===== src/rtl/hazard_forward_unit.sv =====
// Purpose: operand bypass select for NUM_SRC decode operands, plus a load-use / memory-wait stall FSM and a stall-cycle counter.
// Latency: bypass selects and stall controls are combinational on the current inputs and state; the state and the counter update on each clock edge.
// Backpressure: while Mem_Busy is high the whole pipeline is frozen; a load-use hazard holds PC and IF/ID and inserts LOAD_LAT bubbles into ID/EX.
module hazard_forward_unit #(
  parameter int NUM_SRC  = 2,
  parameter int ADDR_W   = 5,
  parameter int FWD_EX   = 1,
  parameter int LOAD_LAT = 1,
  parameter int CNT_W    = 16
) (
  input  logic                      Clock,
  input  logic                      Reset_n,
  input  logic [NUM_SRC*ADDR_W-1:0] Src_Addr,
  input  logic [NUM_SRC-1:0]        Src_Used,
  input  logic                      RegWrite_EX,
  input  logic                      MemRead_EX,
  input  logic [ADDR_W-1:0]         WriteRegAddress_EX,
  input  logic                      RegWrite_MEM,
  input  logic [ADDR_W-1:0]         WriteRegAddress_MEM,
  input  logic                      RegWrite_WB,
  input  logic [ADDR_W-1:0]         WriteRegAddress_WB,
  input  logic                      Mem_Busy,
  input  logic                      Flush,
  input  logic                      Clear_Count,
  output logic [2*NUM_SRC-1:0]      ReadDataSel,
  output logic                      Stall_IF,
  output logic                      Stall_ID,
  output logic                      Bubble_EX,
  output logic                      Freeze,
  output logic [CNT_W-1:0]          StallCycles
);

  // Bubble counter is wide enough to hold LOAD_LAT-1.
  localparam int CW = $clog2(LOAD_LAT + 1);

  localparam logic [1:0] SEL_RF  = 2'd0;
  localparam logic [1:0] SEL_MEM = 2'd1;
  localparam logic [1:0] SEL_WB  = 2'd2;
  localparam logic [1:0] SEL_EX  = 2'd3;

  typedef enum logic [1:0] {
    RUN      = 2'd0,
    LU_STALL = 2'd1,
    MEM_WAIT = 2'd2
  } state_e;

  state_e                state_q, state_d;
  state_e                ret_q, ret_d;
  logic [CW-1:0]         cnt_q, cnt_d;
  logic [CNT_W-1:0]      stall_cnt_q, stall_cnt_d;

  logic [ADDR_W-1:0]     src_a [NUM_SRC];
  logic [2*NUM_SRC-1:0]  sel_raw;
  logic                  load_use;
  logic                  stall_raw;
  logic                  bubble_raw;
  logic                  freeze_raw;

  // Unpack operand addresses so the forwarding and hazard loops read cleanly.
  always_comb begin
    for (int i = 0; i < NUM_SRC; i++) begin
      src_a[i] = Src_Addr[i*ADDR_W +: ADDR_W];
    end
  end

  // Bypass select per operand, nearest producing stage first; r0 never forwards.
  // A load in EX has no data yet, so it is excluded from the EX bypass.
  always_comb begin
    sel_raw = '0;
    for (int i = 0; i < NUM_SRC; i++) begin
      if (src_a[i] != '0) begin
        if ((FWD_EX != 0) && RegWrite_EX && !MemRead_EX &&
            (WriteRegAddress_EX == src_a[i])) begin
          sel_raw[2*i +: 2] = SEL_EX;
        end else if (RegWrite_MEM && (WriteRegAddress_MEM == src_a[i])) begin
          sel_raw[2*i +: 2] = SEL_MEM;
        end else if (RegWrite_WB && (WriteRegAddress_WB == src_a[i])) begin
          sel_raw[2*i +: 2] = SEL_WB;
        end else begin
          sel_raw[2*i +: 2] = SEL_RF;
        end
      end
    end
  end

  // Load-use hazard: a used operand needs the result of the load now in EX.
  always_comb begin
    load_use = 1'b0;
    for (int i = 0; i < NUM_SRC; i++) begin
      if (Src_Used[i] && (src_a[i] != '0) && RegWrite_EX && MemRead_EX &&
          (WriteRegAddress_EX == src_a[i])) begin
        load_use = 1'b1;
      end
    end
  end

  // Stall FSM next state and raw control outputs.
  // Mem_Busy outranks Flush, which outranks the load-use hazard.
  always_comb begin
    state_d    = state_q;
    ret_d      = ret_q;
    cnt_d      = cnt_q;
    stall_raw  = 1'b0;
    bubble_raw = 1'b0;
    freeze_raw = 1'b0;
    case (state_q)
      RUN: begin
        if (Mem_Busy) begin
          state_d = MEM_WAIT;
          ret_d   = RUN;
        end else if (load_use && !Flush) begin
          stall_raw  = 1'b1;
          bubble_raw = 1'b1;
          if (LOAD_LAT > 1) begin
            state_d = LU_STALL;
            cnt_d   = CW'(LOAD_LAT - 1);
          end
        end
      end
      LU_STALL: begin
        if (Mem_Busy) begin
          // The dependent instruction is still parked in ID, so keep it held;
          // the remaining bubble count is frozen until memory completes.
          // A simultaneous flush kills that instruction, so resume in RUN.
          stall_raw  = !Flush;
          bubble_raw = !Flush;
          state_d    = MEM_WAIT;
          ret_d      = Flush ? RUN : LU_STALL;
        end else if (Flush) begin
          state_d = RUN;
        end else begin
          stall_raw  = 1'b1;
          bubble_raw = 1'b1;
          if (cnt_q <= CW'(1)) begin
            state_d = RUN;
          end else begin
            cnt_d = cnt_q - 1'b1;
          end
        end
      end
      MEM_WAIT: begin
        freeze_raw = 1'b1;
        stall_raw  = 1'b1;
        if (Flush) begin
          ret_d = RUN;
        end
        if (!Mem_Busy) begin
          state_d = Flush ? RUN : ret_q;
        end
      end
      default: begin
        state_d = RUN;
        ret_d   = RUN;
      end
    endcase
  end

  // Outputs are held inactive for as long as reset is asserted.
  always_comb begin
    ReadDataSel = Reset_n ? sel_raw : '0;
    Stall_IF    = Reset_n & stall_raw;
    Stall_ID    = Reset_n & stall_raw;
    Bubble_EX   = Reset_n & bubble_raw;
    Freeze      = Reset_n & freeze_raw;
  end

  // Saturating count of held cycles; a clear request beats the increment.
  always_comb begin
    stall_cnt_d = stall_cnt_q;
    if (Clear_Count) begin
      stall_cnt_d = '0;
    end else if ((Stall_ID || Freeze) && (stall_cnt_q != '1)) begin
      stall_cnt_d = stall_cnt_q + 1'b1;
    end
  end

  // State, return state, bubble count and stall counter registers.
  always_ff @(posedge Clock or negedge Reset_n) begin
    if (!Reset_n) begin
      state_q     <= RUN;
      ret_q       <= RUN;
      cnt_q       <= '0;
      stall_cnt_q <= '0;
    end else begin
      state_q     <= state_d;
      ret_q       <= ret_d;
      cnt_q       <= cnt_d;
      stall_cnt_q <= stall_cnt_d;
    end
  end

  assign StallCycles = stall_cnt_q;

endmodule


===== config.mk =====
export PLATFORM = sky130hd
export DESIGN_NAME = hazard_forward_unit
export DESIGN_NICKNAME = d
export VERILOG_FILES = /design/src/rtl/hazard_forward_unit.sv
export SDC_FILE = /design/constraint.sdc
export NUM_CORES = 1
export LEC_CHECK = 0
export CAP_MARGIN = 30
export CORE_MARGIN = 2
export CORE_UTILIZATION = 46
export CTS_CLUSTER_DIAMETER = 80
export DETAILED_ROUTE_END_ITERATION = 16
export PLACE_DENSITY = 0.91
export SETUP_SLACK_MARGIN = 0.15
export SLEW_MARGIN = 20
export SYNTH_ARGS = -nofsm -noshare
export SYNTH_HDL_FRONTEND = slang
export SYNTH_SLANG_ARGS = --single-unit

===== constraint.sdc =====
create_clock -name Clock -period 2.8 [get_ports Clock]
set_input_delay 0.28 -clock Clock [delete_from_list [all_inputs] [get_ports Clock]]
set_output_delay 0.28 -clock Clock [all_outputs]
set_load 0.01 [all_outputs]

==> summary.txt, run 1 <==
max-slew violations -> 0
Vias/cell -> 5.44
share of layout cells above drive strength 1 -> 0.106
reg-to-reg endpoint -> StallCycles[6]
I/O Pins -> 60
Clk Latency, worst-skew pair -> 0.26 ns
post-layout min period -> 2.59 ns
leakage -> 0.995 nW
drt total wl -> 4420 um
CP delay by family, top -> buffers and inverters
Final HPWL DP -> 3650 um
Critical Path, Cell by Cell -> clkdlybuf4s50_1 > buf_4 > xor2_1 > nor4_1 > nand3_1 > a21oi_1 > clkdlybuf4s50_1
WP data required -> 2.52 ns
Clock Tree Root -> clkbuf_8
Cell Area, Synth -> 0.00172 mm^2
final worst-path cycle share -> 0.924
Netlist cell types -> 46
Syn Area/Cell -> 8.84 um^2
placed cells -> 308
number of diodes -> 0
number of synthesized register bits -> 20
dominant synthesized flop cell -> dfrtp_1
via count -> 1,693
Power Dens Cells -> 343 mW/mm^2
clock slew at reported path FFs -> 0.07 ns
sequential share of the synthesized area -> 0.290
max-cap violations -> 0
sw frac -> 0.323
slowest stage delay, CP -> 0.56 ns
Wirelength per Cell -> 14.2 um
Starting Density -> 0.475
number of flops mapped to enable cells by yosys -> 0
CTS Sinks -> 20
Post-route DRC -> 0
P_int -> 0.573 mW
Core ar. -> 0.00363 mm^2
Final Wtd Congestion -> 0.816
Max H-tree Level -> 1
Synth async-reset ratio -> 1.00
number of global-route vias before repair -> 1,678
Arrival @ worst endpoint -> 2.31 ns
GRT overflow -> 0
Design Area, Final -> 0.00247 mm^2
r2r setup slk -> 0.43 ns
Ys Warns -> 0
r2r worst-path depth -> 8
sequential power share -> 0.378
status -> complete, no violations
First DRT Iteration DRCs -> 95
count of final hold-check violations -> 0
unrepaired setup endpoints after global routing -> yes
Mapped Cells -> 195
Die Ht -> 65.2 um
CTS Buf Count -> 3
Syn Nets -> 236
first-pass GRT wire length -> 7400 um
Clock power frac -> 0.219
r2r startpoint -> state_q[0]
Rows -> 22
CTS tree -> yes
cts hold-fix bufs -> 0
Max clock buf depth -> 2
TNS Setup -> 0 ns
crit path kind -> primary input to output port
most frequent CP cell -> clkdlybuf4s50_1
Max-slew headroom -> 0.527
Slowest-stage cell, CP -> clkdlybuf4s50_1
Setup crit end kind -> output port
Placed Area -> 0.00243 mm^2
drt pass-1 iters -> 4
Peak Freq -> 387 MHz
P_sw -> 0.273 mW
# port buffers -> 59
final std cells w/o fill -> 311
worst hold path class -> primary input to async pin
Die Area -> 0.00425 mm^2
Area Growth Syn to Fin -> 43.3%
setup bufs post-CTS -> 0
total power draw -> 0.846 mW
Clock Skews -> 0.00518 ns
Overall Global Routing Usage -> 0.225
CP Launch Type -> primary input
# nets final -> 306
largest net degree at the start of global routing -> 22
antenna-violating nets left -> 0
CP bufs+invs -> 3
Die W -> 65.2 um
combinational share of power -> 0.403
initial antenna violation count -> 0
Worst Tran Pin Value -> 0.707 ns
Final setup viols -> 0
Max IR drop VDD -> 0.000157 V
CP Max Fanout -> 3
-- flip-flops by register name, summed over array words and instances, names as in the netlist --
register     cells
state_q          2
ret_q            2
StallCycles     16
-- per-layer routing --
layer / wire length [um] / up-vias / track usage
li1: - / 821 / -
met1: 1810 / 787 / 0.255
met2: 2240 / 74 / 0.407
met3: 243 / 11 / 0.0394
met4: 124 / 0 / 0.107
met5: 0 / - / 0
-- how the worst max path moves through the flow --
stage / startpoint / endpoint / slack [ns] / cells past startpoint
after detailed placement: Src_Addr[6] / Stall_IF / -0.05 / 9
after global placement: Src_Addr[6] / Stall_IF / 0.07 / 9
final: Src_Addr[8] / ReadDataSel[2] / 0.21 / 7
after CTS: Src_Addr[3] / ReadDataSel[1] / 0.23 / 6
after global routing: Src_Addr[6] / Stall_IF / 0.1 / 9
after floorplan: state_q[0] / StallCycles[5] / 0.59 / 8
-- layout by cell type, fill, tap and decap left out, types with 2 or more instances in the layout --
master	instances
clkdlybuf4s50_1	55
xor2_1	21
nor2_1	21
dfrtp_1	20
xnor2_1	15
nand2_1	14
buf_4	13
a21oi_1	10
nor2b_1	9
inv_1	7
nand3_1	7
nand4_1	6
mux2_1	5
ha_1	5
nor4_1	4
nor3_1	4
and3_1	4
and2_1	4
clkbuf_8	3
dlygate4sd2_1	3
nor4_2	2
o21ai_0	2
a2111oi_1	2
nand3b_1	2
-- cell type report --
cell class | instances | area [um^2]
inverter | 7 | 26.3
timing repair buffer | 72 | 687
fill | 299 | 1160
sequential | 20 | 500
multi-input combinational | 161 | 1150
tap | 48 | 60.1
clock buffer | 3 | 41.3
-- metrics by stage --
step	util	setup slack, ns	hold slack, ns
floorplan	-	0.585	-0.0156
global placement	0.668	0.0658	0.491
detailed placement	0.668	-0.0472	0.497
CTS	0.678	0.230	0.399
global route	0.680	0.0969	0.405
finish	0.680	0.213	0.387
-- cells by family after synthesis --
logic type      count (synthesis)  synth area share
mux                             7            0.0450
buf+inv                        14            0.0414
fa+ha+maj                       5            0.0363
flops                          20             0.290
compound gates                 30             0.147
xor+xnor                       36             0.183
simple gates                   83             0.257
-- synthesized netlist by cell type (2+ instances only) --
cell       instances  area share
a2111oi_1          2       0.012
a21oi_1           10       0.029
and2_1             4       0.015
and3_1             4       0.015
buf_6              2       0.013
clkbuf_1           4      0.0087
dfrtp_1           20        0.29
ha_1               5       0.036
inv_1              7       0.015
mux2_1             5       0.033
nand2_1           14       0.030
nand3_1            7       0.020
nand3b_1           2      0.0087
nand4_1            6       0.022
nor2_1            21       0.046
nor2b_1           10       0.036
nor3_1             4       0.012
nor4_1             4       0.015
nor4_2             2       0.015
o21ai_0            2      0.0058
xnor2_1           15       0.076
xor2_1            21        0.11
-- power groups by stage --
stage	registers [mW]	logic [mW]	clock network (mW)
global placement	0.324	0.337	0
CTS	0.320	0.340	0.192
finish	0.320	0.341	0.186
global route	0.322	0.378	0.208
detailed placement	0.326	0.344	0
floorplan	0.325	0.195	0
-- worst reg2reg max path, stage by stage, from the launching register on --
cell and delay [ns]:
dfrtp_1 0.44, inv_1 0.12, ha_1 0.23, nor2b_2 0.19
and3_1 0.23, o211ai_4 0.15, a21oi_2 0.36, and3_1 0.23
mux2_1 0.32
-- timing repair --
item | in CTS | in global routing
resized for setup | 3 | 2
pin swaps | 2 | 0
endpoints found under the setup margin | 3 | 4
endpoints found under the hold margin | 0 | 0
Power figures use the tool's default switching activity.
==> run 2: changes to the inputs <==
--- a/config.mk
+++ b/config.mk
@@ -5,13 +5,14 @@
 export SDC_FILE = /design/constraint.sdc
 export NUM_CORES = 1
 export LEC_CHECK = 0
+export ABC_AREA = 1
 export CAP_MARGIN = 30
-export CORE_MARGIN = 2
-export CORE_UTILIZATION = 46
+export CORE_MARGIN = 4
+export CORE_UTILIZATION = 47
 export CTS_CLUSTER_DIAMETER = 80
 export DETAILED_ROUTE_END_ITERATION = 16
 export PLACE_DENSITY = 0.91
-export SETUP_SLACK_MARGIN = 0.15
+export SETUP_SLACK_MARGIN = 0.02
 export SLEW_MARGIN = 20
 export SYNTH_ARGS = -nofsm -noshare
 export SYNTH_HDL_FRONTEND = slang
==> run 2 against run 1 <==
Compared with the run above:
- register-to-register slack better by 0.38 ns
- routed wire length rose by 15%
- via count is 19% higher
- non-clock buffer count decreased by 12
- die area rose by 19%
- global-route usage shrank 2.2 points
- total power grew 12%
- final area increased by 2.9%
- clock-buffer cell count increased by 1
- synthesized area increased by 8.5%
- hold slack worse by 0.096 ns
- largest power group unchanged
==> summary.txt, run 2 <==
Wirelength per Cell -> 13.4 um
Max-slew headroom -> 0.395
dominant synthesized flop cell -> dfrtp_1
Cell Area, Synth -> 0.00187 mm^2
Syn Area/Cell -> 6.78 um^2
Die Ht -> 71.1 um
count of final hold-check violations -> 0
number of flops mapped to enable cells by yosys -> 0
commonest non-fill, non-tap cell in the layout -> nand2_1
Max IR drop VDD -> 0.000488 V
post-layout min period -> 2.49 ns
Worst Hold Margin -> 0.292 ns
Clock Tree Root -> clkbuf_8
# port buffers -> 59
TNS Setup -> 0 ns
synth top area cells -> dfrtp_1, nand2_1, nand3_1
drt total wl -> 5100 um
Mapped Cells -> 276
setup bufs post-CTS -> 0
drt pass-1 iters -> 4
Starting Density -> 0.500
# nets final -> 375
clock slew at reported path FFs -> 0.07 ns
Power Dens Cells -> 372 mW/mm^2
unrepaired setup endpoints after global routing -> no
number of diodes -> 0
Core ar. -> 0.00374 mm^2
I/O Pins -> 60
final worst-path cycle share -> 0.889
most frequent cells in the layout -> nand2_1, clkdlybuf4s50_1, inv_1
Netlist cell types -> 27
area leader, netlist -> dfrtp_1
Final setup viols -> 0
Final HPWL DP -> 4050 um
leakage -> 1.25 nW
max-slew violations -> 0
number of synthesized register bits -> 20
Max Used Layer -> met4
WL met2 -> 2490 um
first-pass GRT wire length -> 8380 um
Clk Latency, worst-skew pair -> 0.26 ns
Arrival @ worst endpoint -> 2.21 ns
share of layout cells above drive strength 1 -> 0.0541
Post-route DRC -> 0
CTS tree -> yes
r2r startpoint -> StallCycles[0]
Final Wtd Congestion -> 0.912
CTS Buf Count -> 3
most frequent CP cell -> nand2_1
antenna-violating nets left -> 0
number of global-route vias before repair -> 1,893
max FFs per register -> 16
CP Max Fanout -> 5
crit path kind -> primary input to output port
status -> complete, no violations
largest net degree at the start of global routing -> 33
Die Area -> 0.00505 mm^2
Synth async-reset ratio -> 1.00
cts hold-fix bufs -> 0
CP Launch Type -> primary input
GRT overflow -> 0
worst hold path class -> primary input to async pin
Worst setup startpoint -> Src_Addr[3]
Syn Nets -> 317
slowest stage delay, CP -> 0.53 ns
placed cells -> 377
Vias/cell -> 5.28
synth cell count leaders -> nand2_1, inv_1, nand3_1
met1 wire length -> 2250 um
sequential share of the synthesized area -> 0.268
via count -> 2,011
Max H-tree Level -> 1
top-count cell post-synth -> nand2_1
Yosys top cell area share -> 0.268
Max clock buf depth -> 2
cts repair resizes -> 0
final std cells w/o fill -> 381
Rows -> 22
initial antenna violation count -> 0
Clock Skews -> 0.000664 ns
Worst Tran Pin Value -> 0.906 ns
number of fill cells in the layout -> 312
Routed met3 length -> 260 um
Critical Path, Cell by Cell -> clkdlybuf4s50_1 > inv_2 > nand2_1 > nand2_1 > nand3_1 > nor2_1 > nand2_1 > nand2_1 > nand2_1 > nand3_1 > nand2_2 > inv_1 > clkdlybuf4s50_1
Peak Freq -> 402 MHz
Overall Global Routing Usage -> 0.203
First DRT Iteration DRCs -> 128
Die W -> 71.1 um
WP data required -> 2.52 ns
Area Growth Syn to Fin -> 35.9%
CTS Sinks -> 20
Slowest-stage cell, CP -> clkdlybuf4s50_1
max-cap violations -> 0
Ys Warns -> 0
Setup crit end kind -> output port
[run 2: worst max-delay path: cells and delay by family]
kind          cells  cell delay (ns)
simple gates      9             0.73
buf+inv           4             1.19
[run 2: path summary, 6_finish.rpt]
check / slack [ns] / end / cells after the start
max in group asynchronous: 1.96 / StallCycles[11] / 2
setup reg to reg: 0.81 / StallCycles[10] / 11
hold reg to reg: 0.51 / ret_q[1] / 2
hold / removal: 0.29 / ret_q[0] / 1
min in group Clock: 0.51 / ret_q[1] / 2
setup / recovery: 0.31 / Stall_ID / 13
[run 2: power breakdown]
group	leakage, nW	internal [mW]	switching [mW]
clock	0.0288	0.125	0.0959
sequential	0.276	0.306	0.0229
combinational	0.949	0.165	0.229
[run 2: layout make-up]
type / count / area [um^2] / area share
repair buffers: 60 / 598 / 0.235
multi-input cells: 205 / 1160 / 0.457
flip-flops and latches: 20 / 500 / 0.197
clock buffers: 4 / 55.1 / 0.0217
inverters: 44 / 165 / 0.0650
well taps: 48 / 60.1 / 0.0236
[run 2: layer usage]
metal | track usage | vias up
met2 | 0.349 | 69
met4 | 0.0605 | 0
met1 | 0.256 | 905
met3 | 0.0398 | 10
met5 | 0 | -
li1 | - | 1027
[run 2: metrics by stage]
step / cell area [um^2] / power, mW / worst slack (ns) / util
detailed placement: 2490 / 0.725 / 0.324 / 0.664
global placement: 2490 / 0.707 / 0.343 / 0.664
global route: 2540 / 1.00 / 0.120 / 0.679
floorplan: 1870 / 0.570 / 1.06 / -
finish: 2540 / 0.944 / 0.311 / 0.679
CTS: 2540 / 0.943 / 0.307 / 0.679
[run 2: cells by family after synthesis]
logic type / count (synthesis) / synth area share
and+or+nand+nor: 147 / 0.380
buffers and inverters: 51 / 0.111
xor gates and xnor gates: 27 / 0.126
AOI/OAI and AO/OA: 26 / 0.0816
DFF: 20 / 0.268
adders and majority gates: 5 / 0.0334
